--- src/rtl/tawas_ls_if.sv ---
// tawas_ls_if: signal bundle between the load/store stage and its neighbours.
//
//   Fetch side       : SLICE, LS_OP_VLD, LS_OP
//   Register file    : REG_PTR_SEL, REG_DATA_SEL, PTR_DATA, STORE_DATA
//   Data-RAM bus     : DCS, DWR, DADDR, DMASK, DOUT, DIN
//   Load write-back  : WB_VLD, WB_SLICE, WB_REG, WB_DATA
//   Pointer update   : PTR_WB_VLD, PTR_WB_SLICE, PTR_WB_REG, PTR_WB_DATA
//   Fault report     : LS_FAULT, FAULT_SLICE
//
// modport master is the load/store stage; modport slave is everything around it.
interface tawas_ls_if;
  logic        SLICE;
  logic        LS_OP_VLD;
  logic [14:0] LS_OP;
  logic [2:0]  REG_PTR_SEL;
  logic [2:0]  REG_DATA_SEL;
  logic [31:0] PTR_DATA;
  logic [31:0] STORE_DATA;
  logic        DCS;
  logic        DWR;
  logic [31:0] DADDR;
  logic [3:0]  DMASK;
  logic [31:0] DOUT;
  logic [31:0] DIN;
  logic        WB_VLD;
  logic        WB_SLICE;
  logic [2:0]  WB_REG;
  logic [31:0] WB_DATA;
  logic        PTR_WB_VLD;
  logic        PTR_WB_SLICE;
  logic [2:0]  PTR_WB_REG;
  logic [31:0] PTR_WB_DATA;
  logic        LS_FAULT;
  logic        FAULT_SLICE;

  modport master (
    input  SLICE, LS_OP_VLD, LS_OP, PTR_DATA, STORE_DATA, DIN,
    output REG_PTR_SEL, REG_DATA_SEL,
    output DCS, DWR, DADDR, DMASK, DOUT,
    output WB_VLD, WB_SLICE, WB_REG, WB_DATA,
    output PTR_WB_VLD, PTR_WB_SLICE, PTR_WB_REG, PTR_WB_DATA,
    output LS_FAULT, FAULT_SLICE
  );

  modport slave (
    output SLICE, LS_OP_VLD, LS_OP, PTR_DATA, STORE_DATA, DIN,
    input  REG_PTR_SEL, REG_DATA_SEL,
    input  DCS, DWR, DADDR, DMASK, DOUT,
    input  WB_VLD, WB_SLICE, WB_REG, WB_DATA,
    input  PTR_WB_VLD, PTR_WB_SLICE, PTR_WB_REG, PTR_WB_DATA,
    input  LS_FAULT, FAULT_SLICE
  );
endinterface

--- src/rtl/tawas_ls.sv ---
// tawas_ls: load/store execution stage.
//
// Accepts one op per clock from fetch (no stall), reads pointer/store data
// from the register file in the same cycle, and issues a single-cycle access
// on the synchronous data-RAM bus one cycle later. Loads return formatted data
// two cycles after acceptance; post-increment / pre-update ops return the new
// pointer one cycle after acceptance. Misaligned ops raise LS_FAULT instead.
//
// Ports:
//   CLK    clock
//   RST_N  asynchronous active-low reset
//   bus    tawas_ls_if.master (fetch op, register-file reads, data bus,
//          load write-back, pointer write-back, fault report)
//
// Parameter RAM_LAT: data-RAM read latency; only 1 is supported.
module tawas_ls #(
  parameter int RAM_LAT = 1
) (
  input  logic         CLK,
  input  logic         RST_N,
  tawas_ls_if.master   bus
);

  generate
    if (RAM_LAT != 1) begin : g_ram_lat_check
      $error("tawas_ls: only RAM_LAT == 1 is supported");
    end
  endgenerate

  // ---------------------------------------------------------------- decode
  logic [2:0]  op;
  logic [5:0]  off6;
  logic [31:0] off_ext;
  logic [1:0]  size;         // 0 byte, 1 half, 2 word
  logic        is_store;
  logic        upd_ptr;
  logic [31:0] sum;
  logic [31:0] addr_d;
  logic        misalign;
  logic        go;
  logic        fault_d;
  logic [3:0]  dmask_d;
  logic [31:0] dout_d;

  assign op       = bus.LS_OP[14:12];
  assign off6     = bus.LS_OP[11:6];
  assign off_ext  = {{26{off6[5]}}, off6};
  assign is_store = op[2];
  assign upd_ptr  = (op == 3'd3) || (op == 3'd7);

  assign bus.REG_PTR_SEL  = bus.LS_OP[5:3];
  assign bus.REG_DATA_SEL = bus.LS_OP[2:0];

  always_comb begin
    case (op[1:0])
      2'd0:    size = 2'd0;
      2'd1:    size = 2'd1;
      default: size = 2'd2;
    endcase
  end

  // Offset is scaled by access size. Post-increment (op 3) accesses the old
  // pointer; every other op, including pre-update (op 7), accesses the sum.
  // The sum is also the new pointer value for both op 3 and op 7.
  assign sum    = bus.PTR_DATA + (off_ext << size);
  assign addr_d = (op == 3'd3) ? bus.PTR_DATA : sum;

  assign misalign = ((size == 2'd1) && addr_d[0]) ||
                    ((size == 2'd2) && (addr_d[1:0] != 2'b00));
  assign go       = bus.LS_OP_VLD && !misalign;
  assign fault_d  = bus.LS_OP_VLD && misalign;

  always_comb begin
    dmask_d = 4'hF;
    dout_d  = 32'h0;
    case (size)
      2'd0:    dmask_d = 4'b0001 << addr_d[1:0];
      2'd1:    dmask_d = addr_d[1] ? 4'b1100 : 4'b0011;
      default: dmask_d = 4'hF;
    endcase
    // Stores replicate the datum across all lanes; DMASK picks the live ones.
    if (is_store) begin
      case (size)
        2'd0:    dout_d = {4{bus.STORE_DATA[7:0]}};
        2'd1:    dout_d = {2{bus.STORE_DATA[15:0]}};
        default: dout_d = bus.STORE_DATA;
      endcase
    end
  end

  // ------------------------------------------------------------- registers
  logic        dcs_q, dwr_q;
  logic [31:0] daddr_q;
  logic [3:0]  dmask_q;
  logic [31:0] dout_q;
  logic        ptr_wb_vld_q, ptr_wb_slice_q;
  logic [2:0]  ptr_wb_reg_q;
  logic [31:0] ptr_wb_data_q;
  logic        fault_q, fault_slice_q;
  // Load bookkeeping while the RAM read is in flight (T+1).
  logic        s1_slice_q;
  logic [2:0]  s1_reg_q;
  logic [1:0]  s1_size_q;
  // Load write-back stage (T+2).
  logic        wb_vld_q, wb_slice_q;
  logic [2:0]  wb_reg_q;
  logic [1:0]  wb_lo_q;
  logic [1:0]  wb_size_q;
  logic        ld_issue;

  assign ld_issue = dcs_q && !dwr_q;

  always_ff @(posedge CLK or negedge RST_N) begin
    if (!RST_N) begin
      dcs_q          <= 1'b0;
      dwr_q          <= 1'b0;
      daddr_q        <= 32'h0;
      dmask_q        <= 4'h0;
      dout_q         <= 32'h0;
      ptr_wb_vld_q   <= 1'b0;
      ptr_wb_slice_q <= 1'b0;
      ptr_wb_reg_q   <= 3'h0;
      ptr_wb_data_q  <= 32'h0;
      fault_q        <= 1'b0;
      fault_slice_q  <= 1'b0;
      s1_slice_q     <= 1'b0;
      s1_reg_q       <= 3'h0;
      s1_size_q      <= 2'h0;
      wb_vld_q       <= 1'b0;
      wb_slice_q     <= 1'b0;
      wb_reg_q       <= 3'h0;
      wb_lo_q        <= 2'h0;
      wb_size_q      <= 2'h0;
    end else begin
      dcs_q        <= go;
      dwr_q        <= go && is_store;
      ptr_wb_vld_q <= go && upd_ptr;
      fault_q      <= fault_d;
      wb_vld_q     <= ld_issue;

      // Bus address/mask/data hold their last value when nothing issues.
      if (go) begin
        daddr_q <= addr_d;
        dmask_q <= dmask_d;
        dout_q  <= dout_d;
      end
      if (go && upd_ptr) begin
        ptr_wb_slice_q <= bus.SLICE;
        ptr_wb_reg_q   <= bus.LS_OP[5:3];
        ptr_wb_data_q  <= sum;
      end
      if (fault_d) begin
        fault_slice_q <= bus.SLICE;
      end
      if (go && !is_store) begin
        s1_slice_q <= bus.SLICE;
        s1_reg_q   <= bus.LS_OP[2:0];
        s1_size_q  <= size;
      end
      if (ld_issue) begin
        wb_slice_q <= s1_slice_q;
        wb_reg_q   <= s1_reg_q;
        wb_lo_q    <= daddr_q[1:0];
        wb_size_q  <= s1_size_q;
      end
    end
  end

  // ---------------------------------------------------- load data format
  logic [31:0] din_shift;
  logic [31:0] wb_data_d;

  assign din_shift = bus.DIN >> {wb_lo_q, 3'b000};

  always_comb begin
    wb_data_d = bus.DIN;
    case (wb_size_q)
      2'd0:    wb_data_d = {24'h0, din_shift[7:0]};
      2'd1:    wb_data_d = {16'h0, din_shift[15:0]};
      default: wb_data_d = bus.DIN;
    endcase
  end

  // ---------------------------------------------------------------- outputs
  assign bus.DCS          = dcs_q;
  assign bus.DWR          = dwr_q;
  assign bus.DADDR        = daddr_q;
  assign bus.DMASK        = dmask_q;
  assign bus.DOUT         = dout_q;
  assign bus.WB_VLD       = wb_vld_q;
  assign bus.WB_SLICE     = wb_slice_q;
  assign bus.WB_REG       = wb_reg_q;
  assign bus.WB_DATA      = wb_data_d;
  assign bus.PTR_WB_VLD   = ptr_wb_vld_q;
  assign bus.PTR_WB_SLICE = ptr_wb_slice_q;
  assign bus.PTR_WB_REG   = ptr_wb_reg_q;
  assign bus.PTR_WB_DATA  = ptr_wb_data_q;
  assign bus.LS_FAULT     = fault_q;
  assign bus.FAULT_SLICE  = fault_slice_q;

endmodule

--- src/flat_wrapper.sv ---
// flat-port wrapper written by rule: the top's interface ports become plain ports
module tawas_ls_flat 
#(
  parameter int RAM_LAT = 1
)
  (CLK, RST_N, bus_SLICE, bus_LS_OP_VLD, bus_LS_OP, bus_PTR_DATA, bus_STORE_DATA, bus_DIN, bus_REG_PTR_SEL, bus_REG_DATA_SEL, bus_DCS, bus_DWR, bus_DADDR, bus_DMASK, bus_DOUT, bus_WB_VLD, bus_WB_SLICE, bus_WB_REG, bus_WB_DATA, bus_PTR_WB_VLD, bus_PTR_WB_SLICE, bus_PTR_WB_REG, bus_PTR_WB_DATA, bus_LS_FAULT, bus_FAULT_SLICE);
  tawas_ls_if bus_i ();
  input  logic CLK;
  input  logic RST_N;
  input wire logic [$bits(bus_i.SLICE)-1:0] bus_SLICE;
  input wire logic [$bits(bus_i.LS_OP_VLD)-1:0] bus_LS_OP_VLD;
  input wire logic [$bits(bus_i.LS_OP)-1:0] bus_LS_OP;
  input wire logic [$bits(bus_i.PTR_DATA)-1:0] bus_PTR_DATA;
  input wire logic [$bits(bus_i.STORE_DATA)-1:0] bus_STORE_DATA;
  input wire logic [$bits(bus_i.DIN)-1:0] bus_DIN;
  output wire logic [$bits(bus_i.REG_PTR_SEL)-1:0] bus_REG_PTR_SEL;
  output wire logic [$bits(bus_i.REG_DATA_SEL)-1:0] bus_REG_DATA_SEL;
  output wire logic [$bits(bus_i.DCS)-1:0] bus_DCS;
  output wire logic [$bits(bus_i.DWR)-1:0] bus_DWR;
  output wire logic [$bits(bus_i.DADDR)-1:0] bus_DADDR;
  output wire logic [$bits(bus_i.DMASK)-1:0] bus_DMASK;
  output wire logic [$bits(bus_i.DOUT)-1:0] bus_DOUT;
  output wire logic [$bits(bus_i.WB_VLD)-1:0] bus_WB_VLD;
  output wire logic [$bits(bus_i.WB_SLICE)-1:0] bus_WB_SLICE;
  output wire logic [$bits(bus_i.WB_REG)-1:0] bus_WB_REG;
  output wire logic [$bits(bus_i.WB_DATA)-1:0] bus_WB_DATA;
  output wire logic [$bits(bus_i.PTR_WB_VLD)-1:0] bus_PTR_WB_VLD;
  output wire logic [$bits(bus_i.PTR_WB_SLICE)-1:0] bus_PTR_WB_SLICE;
  output wire logic [$bits(bus_i.PTR_WB_REG)-1:0] bus_PTR_WB_REG;
  output wire logic [$bits(bus_i.PTR_WB_DATA)-1:0] bus_PTR_WB_DATA;
  output wire logic [$bits(bus_i.LS_FAULT)-1:0] bus_LS_FAULT;
  output wire logic [$bits(bus_i.FAULT_SLICE)-1:0] bus_FAULT_SLICE;
  assign bus_i.SLICE = bus_SLICE;
  assign bus_i.LS_OP_VLD = bus_LS_OP_VLD;
  assign bus_i.LS_OP = bus_LS_OP;
  assign bus_i.PTR_DATA = bus_PTR_DATA;
  assign bus_i.STORE_DATA = bus_STORE_DATA;
  assign bus_i.DIN = bus_DIN;
  assign bus_REG_PTR_SEL = bus_i.REG_PTR_SEL;
  assign bus_REG_DATA_SEL = bus_i.REG_DATA_SEL;
  assign bus_DCS = bus_i.DCS;
  assign bus_DWR = bus_i.DWR;
  assign bus_DADDR = bus_i.DADDR;
  assign bus_DMASK = bus_i.DMASK;
  assign bus_DOUT = bus_i.DOUT;
  assign bus_WB_VLD = bus_i.WB_VLD;
  assign bus_WB_SLICE = bus_i.WB_SLICE;
  assign bus_WB_REG = bus_i.WB_REG;
  assign bus_WB_DATA = bus_i.WB_DATA;
  assign bus_PTR_WB_VLD = bus_i.PTR_WB_VLD;
  assign bus_PTR_WB_SLICE = bus_i.PTR_WB_SLICE;
  assign bus_PTR_WB_REG = bus_i.PTR_WB_REG;
  assign bus_PTR_WB_DATA = bus_i.PTR_WB_DATA;
  assign bus_LS_FAULT = bus_i.LS_FAULT;
  assign bus_FAULT_SLICE = bus_i.FAULT_SLICE;
  tawas_ls #(.RAM_LAT(RAM_LAT)) u_core (.CLK(CLK), .RST_N(RST_N), .bus(bus_i));
endmodule
--- config.mk ---
export PLATFORM = sky130hd
export DESIGN_NAME = tawas_ls_flat
export DESIGN_NICKNAME = d
export VERILOG_FILES = /design/src/rtl/tawas_ls_if.sv /design/src/rtl/tawas_ls.sv /design/src/flat_wrapper.sv
export SDC_FILE = /design/constraint.sdc
export NUM_CORES = 1
export LEC_CHECK = 0
export CORE_ASPECT_RATIO = 1.1
export CORE_MARGIN = 3
export CORE_UTILIZATION = 42
export DETAILED_ROUTE_END_ITERATION = 12
export PLACE_DENSITY = 0.88
export SYNTH_ARGS = -nofsm -noshare
export SYNTH_HDL_FRONTEND = slang
export SYNTH_SLANG_ARGS = --single-unit
--- constraint.sdc ---
create_clock -name CLK -period 1.8 [get_ports CLK]
set_clock_uncertainty 0.05 [all_clocks]
set_input_delay 0.36 -clock CLK [delete_from_list [all_inputs] [get_ports CLK]]
set_output_delay 0.36 -clock CLK [all_outputs]
set_load 0.03 [all_outputs]
==> Word-level counts from Yosys, hierarchy flattened <==
Index checks and enable logic that the tools add are counted.
{ "totals": {"reg_bits": 124, "out_inout_bits": 152, "word_cells": 53, "in_bits": 115} }
{ "classes": {"reduce_logical": 17, "n_mux": 7, "n_shift": 3, "n_eq_ne": 6, "n_addsub": 1} }
{ "op_table": {"columns": ["cell", "count"], "rows": [
  ["case mux 32 bit (2 select lines)", 2],
  ["two-way mux 32 bit", 2],
  ["adder 32 bit", 1],
  ["left shift 32 x 2 -> 32 bit", 1],
  ["right shift 32 x 5 -> 16 bit", 1],
  ["logical AND 1 bit", 8],
  ["case mux 4 bit (2 select lines)", 1],
  ["equality test 2 x 1 -> 1 bit (second input constant)", 3],
  ["logical NOT 2 bit", 3],
  ["two-way mux 4 bit", 1],
  ["case mux 2 bit (2 select lines)", 1],
  ["left shift 1 x 2 -> 4 bit (first input constant)", 1],
  ["equality test 3 x 2 -> 1 bit (second input constant)", 1],
  ["equality test 3 bit (second input constant)", 1],
  ["logical NOT 1 bit", 3],
  ["equality test 2 bit (second input constant)", 1],
  ["logical OR 1 bit", 2],
  ["nonzero test 2 bit", 1]
]} }

==> Logic depth before layout (Yosys ltp) <==
{ "depth": {"word_depth": 11, "depth_mapped": 16, "mapped_depth_nobuf": 13} }

==> Least setup slack after synthesis <==
OpenSTA, ideal clock, no wires.
{ "synth_path": {"kind": "input -> register", "start": "in bus_LS_OP[12]", "end": "reg u_core.ptr_wb_data_q[28], in the netlist u_core.bus.PTR_WB_DATA[28]", "setup_slack_ns": -1.953, "setup_time_ns": 0.135, "stages": 14, "path_buffers": 2, "arrival_time_ns": 3.568, "required_time_ns": 1.615, "path_cell_list": "buf_1 -> buf_1 -> mux2i_1 -> nor2_1 -> fa_1 -> a211oi_1 -> o21ai_1 -> o31ai_2 -> o22ai_1 -> o21ai_1 -> a31oi_1 -> a221oi_2 -> xor2_1 -> o21ai_0"} }
{ "synth_via": {"elab_chain_cells": 11, "word_cells_on_any_way": 18, "cone_classes": "add/sub: 1; eq/ne: 5; shift: 1; mux: 2; reduce/logical: 9"} }
{ "synth_rtl": {"columns": ["element", "line", "rtl"], "rows": [
  ["start: declaration", "flat_wrapper.sv:12", "input wire logic [$bits(bus_i.LS_OP)-1:0] bus_LS_OP;"],
  ["equality test 2 x 1 -> 1 bit or logical NOT 2 bit (tied branches)", "tawas_ls.sv:55", "case (op[1:0])"],
  ["case mux 2 bit (2 select lines)", "tawas_ls.sv:55", null],
  ["left shift 32 x 2 -> 32 bit", "tawas_ls.sv:65", "assign sum = bus.PTR_DATA + (off_ext << size);"],
  ["adder 32 bit", "tawas_ls.sv:65", null],
  ["two-way mux 32 bit", "tawas_ls.sv:66", "assign addr_d = (op == 3'd3) ? bus.PTR_DATA : sum;"],
  ["nonzero test 2 bit", "tawas_ls.sv:69", "((size == 2'd2) && (addr_d[1:0] != 2'b00));"],
  ["logical AND 1 bit", "tawas_ls.sv:69", null],
  ["logical OR 1 bit", "tawas_ls.sv:68", "assign misalign = ((size == 2'd1) && addr_d[0]) ||"],
  ["logical NOT 1 bit", "tawas_ls.sv:70", "assign go = bus.LS_OP_VLD && !misalign;"],
  ["logical AND 1 bit", "tawas_ls.sv:70", null],
  ["logical AND 1 bit", "tawas_ls.sv:147", "if (go && upd_ptr) begin"],
  ["end signal: assignment", "tawas_ls.sv:150", "ptr_wb_data_q <= sum;"],
  ["end: declaration", "tawas_ls.sv:98", "logic [31:0] ptr_wb_data_q;"]
]} }
Several ways; a longest one is shown, not always the timed one.
A chain may end at the register's enable or synchronous reset.

==> Worst setup path in the final report <==
{ "layout_path": {"start": "in bus_LS_OP[11]", "end": "reg u_core.daddr_q[31], in the netlist u_core.bus.DADDR[31]"} }
{ "layout_via": {"elab_chain_cells": 8, "word_cells_on_any_way": 9, "cone_classes": "add/sub: 1; shift: 1; mux: 1; reduce/logical: 6"} }
{ "layout_rtl": {"columns": ["element", "line", "rtl"], "rows": [
  ["left shift 32 x 2 -> 32 bit *", "tawas_ls.sv:65", null],
  ["adder 32 bit *", "tawas_ls.sv:65", null],
  ["two-way mux 32 bit *", "tawas_ls.sv:66", null],
  ["nonzero test 2 bit", "tawas_ls.sv:69", null],
  ["logical AND 1 bit", "tawas_ls.sv:69", null],
  ["logical OR 1 bit", "tawas_ls.sv:68", null],
  ["logical NOT 1 bit", "tawas_ls.sv:70", null],
  ["logical AND 1 bit", "tawas_ls.sv:70", null],
  ["end signal: assignment", "tawas_ls.sv:143", "daddr_q <= addr_d;"],
  ["end: declaration", "tawas_ls.sv:93", "logic [31:0] daddr_q;"]
]} }
Mark *: on every way between the ends. The rest lies on a longest branch, timed or not.

==> results.cfg <==
[critical_path]
critPathKind = in -> reg
crit_path_end_kind = register
required_ns = 2.10
cp_max_fo = 6
crit_arrival_ns = 3.15
crit_path_start_kind = primary input

[timing]
fmax_mhz = 351
worst_pin_slew_ns = 0.495
maxSlewViolCount = 0
final_hold_viol_count = 0
setup_violations = 142
rsz0062_at_grt = true
slew_headroom_pct = 66.6
finalCritPeriodShare_pct = 158
layout_setup_ws_ns = -1.05
fin_crit_ns = 2.85

[drt]
avgRoutedWirePerCell_um = 22.5
totalWireLength_mm = 36.6
viasPerCell = 5.79
vias = 9428
drcViolationCount = 0
ant_nets = 0
drtIter0Drc = 701
drt-pass1-iter-count = 5

[run_status]
failed_checks = setup timing
status = complete, but fails checks

[clock_tree]
cts_buffers = 17
insertion_delay_ns = 0.43
cts_root_buf = clkbuf_16
h-tree-depth = 4
cts.sinks = 124
cts_buffer_depth = 2
clk_pin_slew_ns = 0.06
cts_tree = built

[final_layout]
nFillCells = 844
syn2layout_area_growth_pct = 94.8
drive_gt1_share_pct = 41.3
nets = 1523
final_core_util_pct = 83.8
finalNonFillerCells = 1627
layout_commonest_cell = nand2_1
stdcell_area_mm2 = 0.0149
mostFrequentLayoutCells = nand2_1 (198), buf_4 (180), dfrtp_1 (122), clkdlybuf4s50_1 (97), dlymetal6s2s_1 (62)
insertedDiodeCount = 0

[placed_design]
dpl.hpwl_mm = 20.6
port_buffers = 266
placedCellCount = 1514
place_congestion = 0.911
dp_slack_ns = -1.96
post_dp_cell_area_mm2 = 0.0117

[grt]
antenna_found_initial = 0
grt_overflow = 0
grt_max_degree = 43
first_global_vias = 8893
grt_pass1_wl_mm = 46.5
grt_use_total_pct = 29.3

[run]
cap_violations = 0

[power]
ir_drop_uv = 940
total_power_w = 0.0172
leakagePower_nw = 7.61
power_density_mw_per_mm2 = 1150

[logic_synthesis]
synth-seq-area-share_pct = 40.5
yosys_warnings = 0
synth-edff-count = 0
synth-seq-cells = 124
syn_area_mm2 = 0.00765
avgSynthCellArea_um2 = 8.45
synthFlopType = dfrtp_1
synthDistinctLibCells = 61
async_flop_share_pct = 100
synth_cells = 906
syn_nets = 1053

[die]
pin_count = 267
die-area_mm2 = 0.0199
coreArea_mm2 = 0.0178
start_util_pct = 43.0
die_width_um = 135
rows = 51
chipHeight_um = 148

[min_path]
hp-class = in -> reg
-- cells in the mapped netlist (2+ instances only) --
library cell | n | area [um2]
o21a_1 | 2 | 15.0
mux2_2 | 36 | 405
buf_1 | 8 | 30.0
xor2_1 | 17 | 149
mux2i_1 | 21 | 210
dfrtp_1 | 124 | 3100
o21ai_0 | 89 | 445
xnor2_1 | 12 | 105
a21o_1 | 17 | 128
a22o_1 | 7 | 61.3
and2_1 | 20 | 125
a22oi_1 | 3 | 22.5
nor2b_1 | 6 | 37.5
inv_1 | 9 | 33.8
or3_1 | 3 | 18.8
or2_1 | 2 | 12.5
a21oi_2 | 3 | 26.3
a21boi_0 | 3 | 22.5
and3_1 | 7 | 43.8
buf_2 | 11 | 55.1
clkbuf_1 | 30 | 113
o211ai_1 | 5 | 37.5
o21bai_1 | 4 | 30.0
ha_1 | 31 | 388
a2111oi_4 | 2 | 55.1
nand3_1 | 18 | 90.1
nand4_1 | 3 | 18.8
nor2_1 | 47 | 176
a31oi_1 | 20 | 125
a21oi_1 | 45 | 225
nor3_1 | 3 | 15.0
or2_2 | 2 | 12.5
nand2b_1 | 4 | 25.0
nand2_1 | 255 | 957
o21ai_1 | 3 | 15.0
a221oi_1 | 2 | 17.5
buf_4 | 7 | 52.6
a211oi_1 | 2 | 15.0
-- layout make-up --
type                            instances  area [um2]  share of cell area [%]
Timing Repair Buffer                  506        5240                    35.1
Clock buffer                           20         457                    3.06
Inverter                               10        55.1                   0.369
Tap cell                              238         298                    2.00
Multi-Input combinational cell        716        5560                    37.3
Timing Repair inverter                  1        16.3                   0.109
Sequential cell                       124        3110                    20.8
Clock inverter                         12         185                    1.24
-- worst paths after layout --
path | startpoint | to | slack, ns | depth (start not counted)
worst max-delay path | bus_LS_OP[11] | u_core.bus.DADDR[31]$_DFFE_PN0P_ | -1.05 | 15
worst min-delay path | bus_PTR_DATA[15] | u_core.bus.DADDR[15]$_DFFE_PN0P_ | 0.27 | 3
worst max register to register | u_core.bus.DCS$_DFF_PN0_ | u_core.wb_lo_q[1]$_DFFE_PN0P_ | 0.48 | 3
worst min register to register | u_core.bus.DMASK[0]$_DFFE_PN0P_ | u_core.bus.DMASK[0]$_DFFE_PN0P_ | 0.43 | 1
max in group asynchronous | RST_N | u_core.bus.DADDR[27]$_DFFE_PN0P_ | 0.80 | 3
min in group asynchronous | RST_N | u_core.bus.PTR_WB_DATA[14]$_DFFE_PN0P_ | 0.37 | 2
-- layer usage --
| metal | GRT usage [%] | routed length [um] | part of all wire, % |
|---|---|---|---|
| met5 | 0 | 0 | 0 |
| met4 | 10.8 | 2020 | 5.5 |
| met3 | 6.43 | 2870 | 7.8 |
| met2 | 52.6 | 18600 | 51 |
| met1 | 34.0 | 13100 | 36 |
-- where the power goes --
group          leakage (nW)  switching, W  internal (W)
Sequential             1.54      0.000610       0.00356
Combinational          5.77       0.00513       0.00409
Clock                 0.300       0.00139       0.00241
-- registers in the layout (all words and copies together), names as in the netlist, 2 cells and up --
register	flops
u_core.wb_size_q	2
u_core.bus.PTR_WB_DATA	32
u_core.bus.DOUT	32
u_core.s1_reg_q	3
u_core.bus.DMASK	4
u_core.wb_lo_q	2
u_core.s1_size_q	2
u_core.bus.DADDR	32
u_core.bus.PTR_WB_REG	3
u_core.bus.WB_REG	3
-- critical path, cell delays in order --
cell       delay [ns]
buf_2            0.11
buf_6            0.15
mux2i_2          0.18
o21ai_2          0.09
ha_2             0.20
buf_6            0.13
a21oi_4          0.16
nand3_2          0.11
a2111oi_4        0.36
o31ai_4          0.11
nor4_4           0.33
or2_1            0.23
a311oi_4         0.15
or3_1            0.33
a31oi_1          0.13
-- logic make-up (layout without fill, tap and decap cells) --
family                     count (synthesis)  after routing  share of synthesized area (%)
xor gates and xnor gates                  29             29                           3.32
and+or+nand+nor                          379            379                           21.1
muxes                                     57             57                           8.04
adders and majority gates                 32             32                           5.33
AOI/OAI and AO/OA                        219            219                           17.9
DFF                                      124            124                           40.5
buffers and inverters                     66            549                           3.76
-- through the flow --
stage / setup TNS (ns) / hold WS, ns
after floorplan: -112.22 / 0.0144
after global placement: -172.58 / 0.255
after detailed placement: -175.30 / 0.259
after CTS: -69.42 / 0.334
after global routing: -90.80 / 0.287
final: -81.02 / 0.273
-- repair_timing --
| action | in CTS | in global routing |
|---|---|---|
| gates resized for setup | 205 | 328 |
| cloned | 8 | 5 |
| hold buffers | 1 | 0 |
| setup endpoints to repair | 250 | 203 |
| pin swaps | 89 | 136 |
| buffers inserted | 33 | 45 |
| endpoints found under the hold margin | 39 | 0 |
(Power assumes the default switching activity.)
